--- config.mk ---
export PLATFORM = sky130hd
export DESIGN_NAME = port_toggle_responder
export DESIGN_NICKNAME = d
export VERILOG_FILES = /design/src/rtl/port_toggle_responder_pkg.sv /design/src/rtl/port_toggle_responder.sv
export SDC_FILE = /design/constraint.sdc
export NUM_CORES = 1
export LEC_CHECK = 0
export CORE_ASPECT_RATIO = 1.75
export CORE_MARGIN = 8
export CORE_UTILIZATION = 35
export CTS_BUF_LIST = sky130_fd_sc_hd__clkbuf_16
export DETAILED_ROUTE_END_ITERATION = 8
export GPL_TIMING_DRIVEN = 0
export PLACE_DENSITY = 0.67
export SYNTH_ARGS = -nofsm -noshare
export SYNTH_HDL_FRONTEND = slang
export SYNTH_SLANG_ARGS = --single-unit
--- constraint.sdc ---
create_clock -name clk_sys -period 1.8 [get_ports clk_sys]
set_input_delay 0.18 -clock clk_sys [delete_from_list [all_inputs] [get_ports clk_sys]]
set_output_delay 0.18 -clock clk_sys [all_outputs]
set_load 0.01 [all_outputs]
--- src/rtl/port_toggle_responder_pkg.sv ---
// Shared types and constants for the toggle req/ack memory-port responder.
// This package also provides the address range test used for port and CPU accesses.
package port_toggle_responder_pkg;

    typedef enum logic [1:0] {
        IDLE,
        ISSUE,
        WAIT,
        DONE
    } resp_state_e;

    localparam logic [15:0] OOR_DATA = 16'hFFFF;

    function automatic logic addr_oor(input logic [31:0] addr, input int unsigned depth);
        return addr >= depth;
    endfunction

endpackage

--- src/rtl/port_toggle_responder.sv ---
// Serves toggle-handshake read/write requests and a free-running CPU read port from one shared RAM.
// cpu_q follows the cpu_addr sampling edge by RD_LAT+1 clocks; request cycles steal CPU slots.
module port_toggle_responder
    import port_toggle_responder_pkg::*;
#(
    parameter int          AW     = 15,
    parameter int unsigned DEPTH  = 32768,
    parameter int          RD_LAT = 1
) (
    input  logic          clk_sys,
    input  logic          reset_n,
    input  logic          port_req,
    output logic          port_ack,
    input  logic [AW-1:0] port_a,
    input  logic [1:0]    port_ds,
    input  logic          port_we,
    input  logic [15:0]   port_d,
    output logic [15:0]   port_q,
    input  logic [AW-1:0] cpu_addr,
    output logic [15:0]   cpu_q,
    output logic [AW-1:0] mem_addr,
    output logic          mem_we,
    output logic [1:0]    mem_be,
    output logic [15:0]   mem_wdata,
    input  logic [15:0]   mem_rdata
);

    resp_state_e   state;
    logic [AW-1:0] a_lat;
    logic          we_lat;
    logic          oor_lat;
    logic [1:0]    wait_cnt;
    logic          pending;
    logic          port_oor;
    logic          cpu_oor;
    logic          wait_last;
    logic          steal;
    logic [RD_LAT:0] vld_p;
    logic [RD_LAT:0] oor_p;

    assign pending   = port_req != port_ack;
    assign port_oor  = addr_oor(32'(port_a), DEPTH);
    assign cpu_oor   = addr_oor(32'(cpu_addr), DEPTH);
    assign wait_last = wait_cnt == 2'(RD_LAT - 1);

    // High when the next mem_addr belongs to the request path rather than the CPU
    assign steal = (state == IDLE  && pending) ||
                   (state == ISSUE && !we_lat) ||
                   (state == WAIT  && !wait_last);

    always_ff @(posedge clk_sys or negedge reset_n) begin
        if (!reset_n) begin
            state     <= IDLE;
            port_ack  <= 1'b0;
            port_q    <= '0;
            mem_addr  <= '0;
            mem_we    <= 1'b0;
            mem_be    <= 2'b00;
            mem_wdata <= '0;
            a_lat     <= '0;
            we_lat    <= 1'b0;
            oor_lat   <= 1'b0;
            wait_cnt  <= '0;
        end else begin
            mem_addr <= cpu_addr;
            mem_we   <= 1'b0;
            mem_be   <= 2'b00;
            case (state)
                IDLE: begin
                    if (pending) begin
                        a_lat    <= port_a;
                        we_lat   <= port_we;
                        oor_lat  <= port_oor;
                        mem_addr <= port_a;
                        if (port_we && !port_oor) begin
                            mem_we    <= 1'b1;
                            mem_be    <= port_ds;
                            mem_wdata <= port_d;
                        end
                        state <= ISSUE;
                    end
                end
                ISSUE: begin
                    if (we_lat) begin
                        state <= DONE;
                    end else begin
                        mem_addr <= a_lat;
                        wait_cnt <= '0;
                        state    <= WAIT;
                    end
                end
                WAIT: begin
                    if (wait_last) begin
                        port_q <= oor_lat ? OOR_DATA : mem_rdata;
                        state  <= DONE;
                    end else begin
                        mem_addr <= a_lat;
                        wait_cnt <= wait_cnt + 2'd1;
                    end
                end
                DONE: begin
                    port_ack <= ~port_ack;
                    state    <= IDLE;
                end
                default: state <= IDLE;
            endcase
        end
    end

    // CPU slot pipeline: bit 0 travels with mem_addr, bit RD_LAT lines up with mem_rdata
    always_ff @(posedge clk_sys or negedge reset_n) begin
        if (!reset_n) begin
            vld_p <= '0;
            oor_p <= '0;
            cpu_q <= '0;
        end else begin
            vld_p <= {vld_p[RD_LAT-1:0], ~steal};
            oor_p <= {oor_p[RD_LAT-1:0], cpu_oor};
            if (vld_p[RD_LAT]) begin
                cpu_q <= oor_p[RD_LAT] ? OOR_DATA : mem_rdata;
            end
        end
    end

endmodule
Yosys cells after proc, flatten, opt, wreduce, memory -nomap -nowiden. Cells that the tools add are included.

Output and inout port bits: 67. Word-level logic and storage cells: 55. Bits in registers: 89. Input bits: 68.

Add/sub/neg operators: 1. Bitwise operators: 2. Reduce and logical (&&, ||, !) cells: 15. Equality and inequality tests: 8. Muxes and demuxes: 17.

Operators by type and width (count): 15-bit two-way mux (3); 15-bit case mux with 3 select lines (1); 2-bit two-way mux (7); 2-bit inequality test, second input constant (4); 2-bit case mux with 4 select lines (1); 2-bit AND reduction (3); 3-bit AND reduction (2); 2-bit equality test, second input constant (2); 2-bit logical NOT (2); 1-bit two-way mux (4); 2-bit case mux with 2 select lines (1); 1-bit logical AND (3); 2-bit by 1-bit adder with 2-bit output, second input constant (1); 2-bit by 1-bit equality test with 1-bit output, second input constant (1); 1-bit logical NOT (2); 1-bit logical OR (2); 1-bit NOT (2); 2-bit nonzero test (1); 1-bit inequality test (1).

Logic depth before layout (Yosys ltp). Gate-level depths: netlist (run 1).

Word-level depth: 5. Mapped depth: 7. Gate-level depth less buffers: 6.

Least setup slack after synthesis (run 1). Ideal clock, no wire load.

Path kind: flip-flop to flip-flop. Start: reg state[0]. End: reg mem_wdata[10]. Buffers on the path: 2. Path slack: 101 ps. Cell stages (with the launch flop): 8. Data required time: 1675 ps. Data arrival time: 1574 ps. Library setup time: 125 ps. Clock period less this slack: 1699 ps. Path through: dfrtp_1 > inv_1 > ha_1 > nor2b_2 > buf_6 > nand2_4 > buf_6 > mux2_4.

Longest elaborated chain between the ends: 2.

Ends and longest elaborated chain: start: declaration (line port_toggle_responder.sv:28) `resp_state_e state;`; start signal: assignment (line port_toggle_responder.sv:53) `state <= IDLE;`; start signal: assignment (line port_toggle_responder.sv:80) `state <= ISSUE;`; start signal: assignment (line port_toggle_responder.sv:85) `state <= DONE;`; 2-bit logical NOT (line port_toggle_responder.sv:68) `case (state)`; 3-bit AND reduction (no line); end signal: assignment (line port_toggle_responder.sv:78) `mem_wdata <= port_d;`; end: declaration (line port_toggle_responder.sv:24) `output logic [15:0] mem_wdata,`.

No other way between the ends. A chain may end at the register's enable or synchronous reset.

Final worst setup path (run 1).
Start: reg state[0]. End: reg mem_wdata[15].

The elaborated chain is that of the path after synthesis.

==> out/results.txt, run 1 <==
First-pass GRT wire length - 14.5 mm
Register area - 2230 um^2
Max Fclk - 0.583 GHz
Status - finished clean
Footprint of the multi-input gates - 1260 um^2
Non-Filler Instances - 516
Final period utilization - 95.3%
Worst path top cell family by delay - buffers and inverters
Most common cell after layout, fill and taps aside - clkdlybuf4s50_1
Internal power - 6.50 mW
Pre-CTS worst setup slack - -0.297 ns
Reg2reg end - mem_wdata[15]$_DFFE_PN0P_
WL final - 8.87 mm
Worst-path cell with the longest stage delay - dfrtp_2
GRT Overall Usage - 13.4%
Seq cells post-synth - 89
Leakage power - 2.31 nW
Synth-to-Final Area Change - 53.0%
Number of CTS-inserted buffers - 9
Xor/xnor cell area share of the yosys netlist - 0.493%
EDFF count, synth - 0
Die H - 149 um
Clock Pin Slew Worst Setup and Hold Paths - 0.07 ns
Cell count after placement - 496
Core Area - 9910 um^2
Fin. Hold Viols - 0
CP Capture Type - register
CTS Sinks - 89
Vias per cell - 4.78
DRC - 0
Critical Path Source Type - register
Synth Area in Adders - 2.11%
Mean post-synth cell area - 15.1 um^2
Worst-Margin Slew - 0.444 ns
Worst min-delay path class - input pin to async pin
Share of cells above drive strength 1 - 26.3%
Synth warn - 0
Max rail drop VDD - 0.891 mV
CP required - 2.01 ns
Fillers - 851
Clock tree root buffer cell - clkbuf_16
Buf+Inv Stages, Crit Path - 3
CP Max Fanout - 10
Reg2reg start - state[0]$_DFFE_PN0P_
Critical path depth - 7
Clock share of power - 19.8%
Clock tree from TritonCTS - yes
Drt pass-1 iters - 4
Switching pwr - 2.92 mW
Iter 0 DRT Violations - 59
Crit path arrival time - 1.93 ns
GR Overflow Total - 0
RSZ-0062 raised after global routing - true
Final worst path period need - 1.72 ns
Die Footprint - 13800 um^2
Std-Cell Rows - 48
Clock tree buffer depth - 2
Post-synth cell types - 25
RePlAce Congestion - 0.703
Skew-Pair Late Insertion Delay - 0.33 ns
Post-synth ARST share - 100%
Commonest cells after routing, fill and taps aside - 133 x clkdlybuf4s50_1, 88 x dfrtp_1, 55 x mux2_2, 15 x a22oi_1, 15 x o2bb2ai_1
MaxCap Viol Count - 0
Worst Reg-to-Reg Cells - 7
Sum Neg Setup Slack - 0 ns
DR WL/cell - 17.2 um
Slew Limit Fails - 0
Max incr delay on CP - 0.40 ns
Skew final - 0.00858 ns
Seq/Total Area, Yosys - 62.7%
Post-Synthesis Cells - 236
Synth Area in Compound Gates - 8.80%
Dominant synthesized flop cell - dfrtp_1
Post-route ant nets - 0
Headroom to the max-slew limit - 70.4%
Post-synthesis mux area share - 20.8%
Initial antenna violation count - 0
HPWL Detailed - 6.82 mm
Synth Area in Simple Gates - 2.60%
Largest net degree at the start of global routing - 72
Synthesized cell area - 3550 um^2
Antenna cells - 0
Leading area contributor after synthesis - dfrtp_1
Comb pwr share - 45.0%
Worst-path cell chain - inv_1, ha_2, nor2b_2, buf_6, nand2_4, buf_8, mux2_4
CP startpoint - state[0]$_DFFE_PN0P_
Seq pwr share - 35.2%
Worst setup endpoint - mem_wdata[15]$_DFFE_PN0P_
# setup viols final - 0
Post-layout net count - 460
Vias - 2466
CP Class - register to register
Largest family of logic cells by synthesized area - multiplexers
Vias in the first global route - 2755
Die Wd - 92.2 um
H-tree depth - 3
Sw frac - 31.0%
Final WS setup - 0.0849 ns
Power Dens Cells - 1730 nW/um^2
Initial core utilization - 35.9%
Worst reg-to-reg setup slack - 0.08 ns
Mapped Nets - 310
Synth top area cells - dfrtp_1 63%, mux2_2 17%, o2bb2ai_1 3.7%
Port Buffer Count - 134
Yosys top cell area share - 62.7%
Top Ports - 135
## worst min path at each step
stage	from	to	slack (ns)	depth (start not counted)
2_1_floorplan	reset_n	a_lat[0]$_DFFE_PN0P_	-0.12	0
3_3_place_gp	vld_p[0]$_DFF_PN0_	vld_p[1]$_DFF_PN0_	0.34	0
3_5_place_dp	reset_n	cpu_q[1]$_DFFE_PN0P_	0.08	1
4_1_cts	reset_n	mem_addr[11]$_DFF_PN0_	0.26	2
5_1_grt	reset_n	port_q[0]$_DFFE_PN0P_	0.29	2
6_report	reset_n	a_lat[12]$_DFFE_PN0P_	0.27	2
## worst reg2reg max path: stages (launching register included)
cell and delay, ns:
dfrtp_2 0.40, inv_1 0.09, ha_2 0.21, nor2b_2 0.15, buf_6 0.15, nand2_4 0.12, buf_8 0.18, mux2_4 0.30
## metal layers
| layer | track usage [%] | wire, um | up-vias |
|---|---|---|---|
| met5 | 0 | 0 | - |
| met4 | 5.76 | 157 | 0 |
| met3 | 4.64 | 659 | 9 |
| met2 | 23.5 | 4720 | 87 |
| met1 | 14.3 | 3340 | 1211 |
| li1 | - | - | 1159 |
## timing repair
item | in CTS | in global routing
hold buffers | 1 | 0
resized for setup | 6 | 5
hold endpoints to repair | 18 | 0
setup endpoints to repair | 34 | 32
buffers inserted | 3 | 0
pin swaps | 1 | 0
## cells by family (layout without fill, tap and decap cells)
logic type	count (synthesis)	count (layout)
adder cells (fa/ha/maj)	6	6
XOR/XNOR	2	2
AO/OA/AOI/OAI	41	41
buffers and inverters	17	172
multiplexers	63	63
AND/OR/NAND/NOR	18	18
flip-flops	89	89
## layout make-up
type	count	area share, %
well taps	125	2.87
inverters	6	0.414
clock inverters	7	1.40
clock buffers	9	4.14
plain buffers	11	1.40
flip-flops and latches	89	41.0
repair buffers	139	25.7
multi-input cells	130	23.1
## through the flow
step           power [mW]  util, %  hold slack (ns)  instance area [um^2]
5_1_grt              10.1     54.9            0.287                  5440
6_report             9.43     54.9            0.268                  5440
2_1_floorplan        5.48        -           -0.116                  3550
4_1_cts              9.59     54.7            0.260                  5430
3_3_place_gp         7.47     51.0            0.337                  5050
3_5_place_dp         7.58     51.2           0.0828                  5080
## cell usage after synthesis (all sizes together), types with 2 or more instances
master / n
dfrtp: 89
mux2: 63
inv: 6
clkbuf: 2
nor2b: 2
a22o: 2
nand2: 10
a22oi: 15
ha: 6
nor2: 3
and3: 2
buf: 9
o2bb2ai: 15
a21oi: 3
o21ai: 4
## power groups by stage
stage                     clock network [mW]  registers (mW)  logic (mW)
after global routing                    2.01            3.44        4.61
after floorplan                            0            3.65        1.83
after detailed placement                   0            3.37        4.20
final                                   1.87            3.32        4.25
after CTS                               1.94            3.32        4.33
after global placement                     0            3.34        4.13
## sequential cells by signal, indices dropped and copies added, names as in the netlist
signal,flops
vld_p,2
a_lat,15
state,2
mem_addr,15
mem_be,2
port_ack,1
port_q,16
wait_cnt,2
mem_we,1
mem_wdata,16
cpu_q,16
we_lat,1
Power figures use the tool's default switching activity.
==> run 2: changes to the inputs <==
--- a/config.mk
+++ b/config.mk
@@ -6,7 +6,6 @@
 export NUM_CORES = 1
 export LEC_CHECK = 0
 export CORE_ASPECT_RATIO = 1.75
-export CORE_MARGIN = 8
 export CORE_UTILIZATION = 35
 export CTS_BUF_LIST = sky130_fd_sc_hd__clkbuf_16
 export DETAILED_ROUTE_END_ITERATION = 8
==> run 2 against run 1 <==
Against the previous run:
- utilization is 0.055 points higher
- cell count is 0.19% lower
- clock power is 13% lower
- global-route usage is 2.7 points higher
- critical endpoint is now a_lat[12]$_DFFE_PN0P_
- sequential share of layout area is 0.21 points higher
- die area is 23% lower
- non-clock buffer count stayed put
- critical path type unchanged
- hold slack better by 0.011 ns
- register-to-register slack hardly changed
- largest cell class unchanged
- setup slack better by 0.015 ns
- power is 2.6% lower
==> out/results.txt, run 2 (synthesis gave the netlist of run 1 again) <==
Status - finished clean
CP Class - register to register
Biggest regs - cpu_q x16, mem_wdata x16, port_q x16
Die H - 135 um
H-tree depth - 3
First-pass GRT wire length - 12.9 mm
Vias - 2455
DRC - 0
Leakage power - 2.31 nW
Crit path arrival time - 1.92 ns
Initial antenna violation count - 0
Clock Pin Slew Worst Setup and Hold Paths - 0.06 ns
Top Ports - 135
Skew-Pair Late Insertion Delay - 0.34 ns
Pre-CTS worst setup slack - -0.261 ns
GRT Overall Usage - 16.2%
Drt pass-1 iters - 4
Worst-Margin Slew - 0.463 ns
Die Footprint - 10600 um^2
Reg2reg start - state[1]$_DFFE_PN0P_
Worst Reg-to-Reg Cells - 6
Die Wd - 78.2 um
Final worst path period need - 1.70 ns
DR WL/cell - 15.8 um
Final period utilization - 94.5%
MaxCap Viol Count - 0
RePlAce Congestion - 0.714
Core Area - 9850 um^2
Fillers - 871
Share of cells above drive strength 1 - 25.4%
CP required - 2.02 ns
Largest net degree at the start of global routing - 69
Std-Cell Rows - 48
Non-Filler Instances - 515
Clock tree from TritonCTS - yes
CTS Sinks - 89
GR Overflow Total - 0
Most common cell after layout, fill and taps aside - clkdlybuf4s50_1
CP Capture Type - register
Post-layout net count - 460
Clock tree root buffer cell - clkbuf_16
Worst-path cell with the longest stage delay - dfrtp_1
Vias in the first global route - 2622
Worst path top cell family by delay - buffers and inverters
Fin. Hold Viols - 0
Slew Limit Fails - 0
Post-route ant nets - 0
Port Buffer Count - 134
HPWL Detailed - 6.02 mm
# setup viols final - 0
Buf+Inv Stages, Crit Path - 3
Sum Neg Setup Slack - 0 ns
Footprint of the multi-input gates - 1280 um^2
Final WS setup - 0.0998 ns
Worst min-delay path class - input pin to async pin
Critical Path Source Type - register
Vias per cell - 4.77
Clock tree buffer depth - 2
RSZ-0062 raised after global routing - false
Headroom to the max-slew limit - 69.1%
Synth-to-Final Area Change - 52.3%
Commonest cells after routing, fill and taps aside - 133 x clkdlybuf4s50_1, 88 x dfrtp_1, 55 x mux2_2, 15 x a22oi_1, 15 x o2bb2ai_1
Register area - 2230 um^2
Reg2reg end - a_lat[12]$_DFFE_PN0P_
Initial core utilization - 36.1%
Skew final - 0.00526 ns
Antenna cells - 0
Max Fclk - 0.588 GHz
Worst reg-to-reg setup slack - 0.1 ns
Worst-path cell chain - inv_1, ha_4, nor2b_2, buf_6, buf_2, mux2_2
CP Max Fanout - 10
Cell count after placement - 496
Number of CTS-inserted buffers - 9
Max rail drop VDD - 0.796 mV
WL final - 8.15 mm
Iter 0 DRT Violations - 69
Max incr delay on CP - 0.40 ns
Power Dens Cells - 1700 nW/um^2
-- run 2: cell types whose count changed in the layout (fill, tap and decap cells not counted), moves of 2 or more --
cell,delta
inv_6,-2
inv_1,+2
clkinv_2,+3
clkinvlp_4,-2
-- run 2: what timing repair did --
item	in CTS	in global routing
setup buffers	3	0
gates cloned	0	0
endpoints found under the hold margin	21	0
hold buffers	1	0
resized for setup	5	9
endpoints found under the setup margin	36	38
pin swaps	1	0
-- run 2: power breakdown --
part | leakage [nW] | internal, mW | switching [mW]
combinational | 1.11 | 2.53 | 1.70
sequential | 1.07 | 2.91 | 0.414
clock | 0.133 | 0.906 | 0.719
-- run 2: how the worst max path moves through the flow --
stage                               from                         to  slack, ns  depth (start not counted)
floorplan           state[0]$_DFFE_PN0P_  mem_wdata[10]$_DFFE_PN0P_       0.10                          7
global placement                 reset_n       a_lat[6]$_DFFE_PN0P_      -2.68                          1
detailed placement  state[0]$_DFFE_PN0P_      mem_addr[2]$_DFF_PN0_      -0.26                          6
CTS                 port_ack$_DFFE_PN0N_  mem_wdata[15]$_DFFE_PN0P_       0.01                          6
global route        state[1]$_DFFE_PN0P_  mem_wdata[15]$_DFFE_PN0P_      0.008                          7
finish              state[1]$_DFFE_PN0P_      a_lat[12]$_DFFE_PN0P_        0.1                          6
-- run 2: metrics by stage --
stage	utilization (%)	hold WS (ns)	instance area (um^2)	total power [mW]
2_1_floorplan	-	-0.116	3550	5.48
3_3_place_gp	51.3	0.336	5050	7.39
3_5_place_dp	51.5	0.0997	5080	7.50
4_1_cts	54.6	0.283	5370	9.26
5_1_grt	55.0	0.292	5410	9.77
6_report	55.0	0.279	5410	9.18
-- run 2: layout make-up --
class	instances	share of cell area, %
Clock buffer	9	4.16
Inverter	6	0.416
Buffer	11	1.41
Multi-Input combinational cell	130	23.6
Tap cell	125	2.89
Timing Repair Buffer	139	25.8
Sequential cell	89	41.2
Clock inverter	6	0.509
-- run 2: metal layers --
layer	vias to the layer above	track usage [%]	part of all wire, %
met3	13	4.92	5.6
met5	-	0	0
met2	86	28.9	55
met4	0	7.00	2.2
li1	1144	-	-
met1	1212	17.3	37
-- run 2: worst reg2reg max path, cell delays in order, from the launching register on --
cell	delay, ns
dfrtp_1	0.40
inv_1	0.13
ha_4	0.16
nor2b_2	0.14
buf_6	0.15
buf_2	0.24
mux2_2	0.36
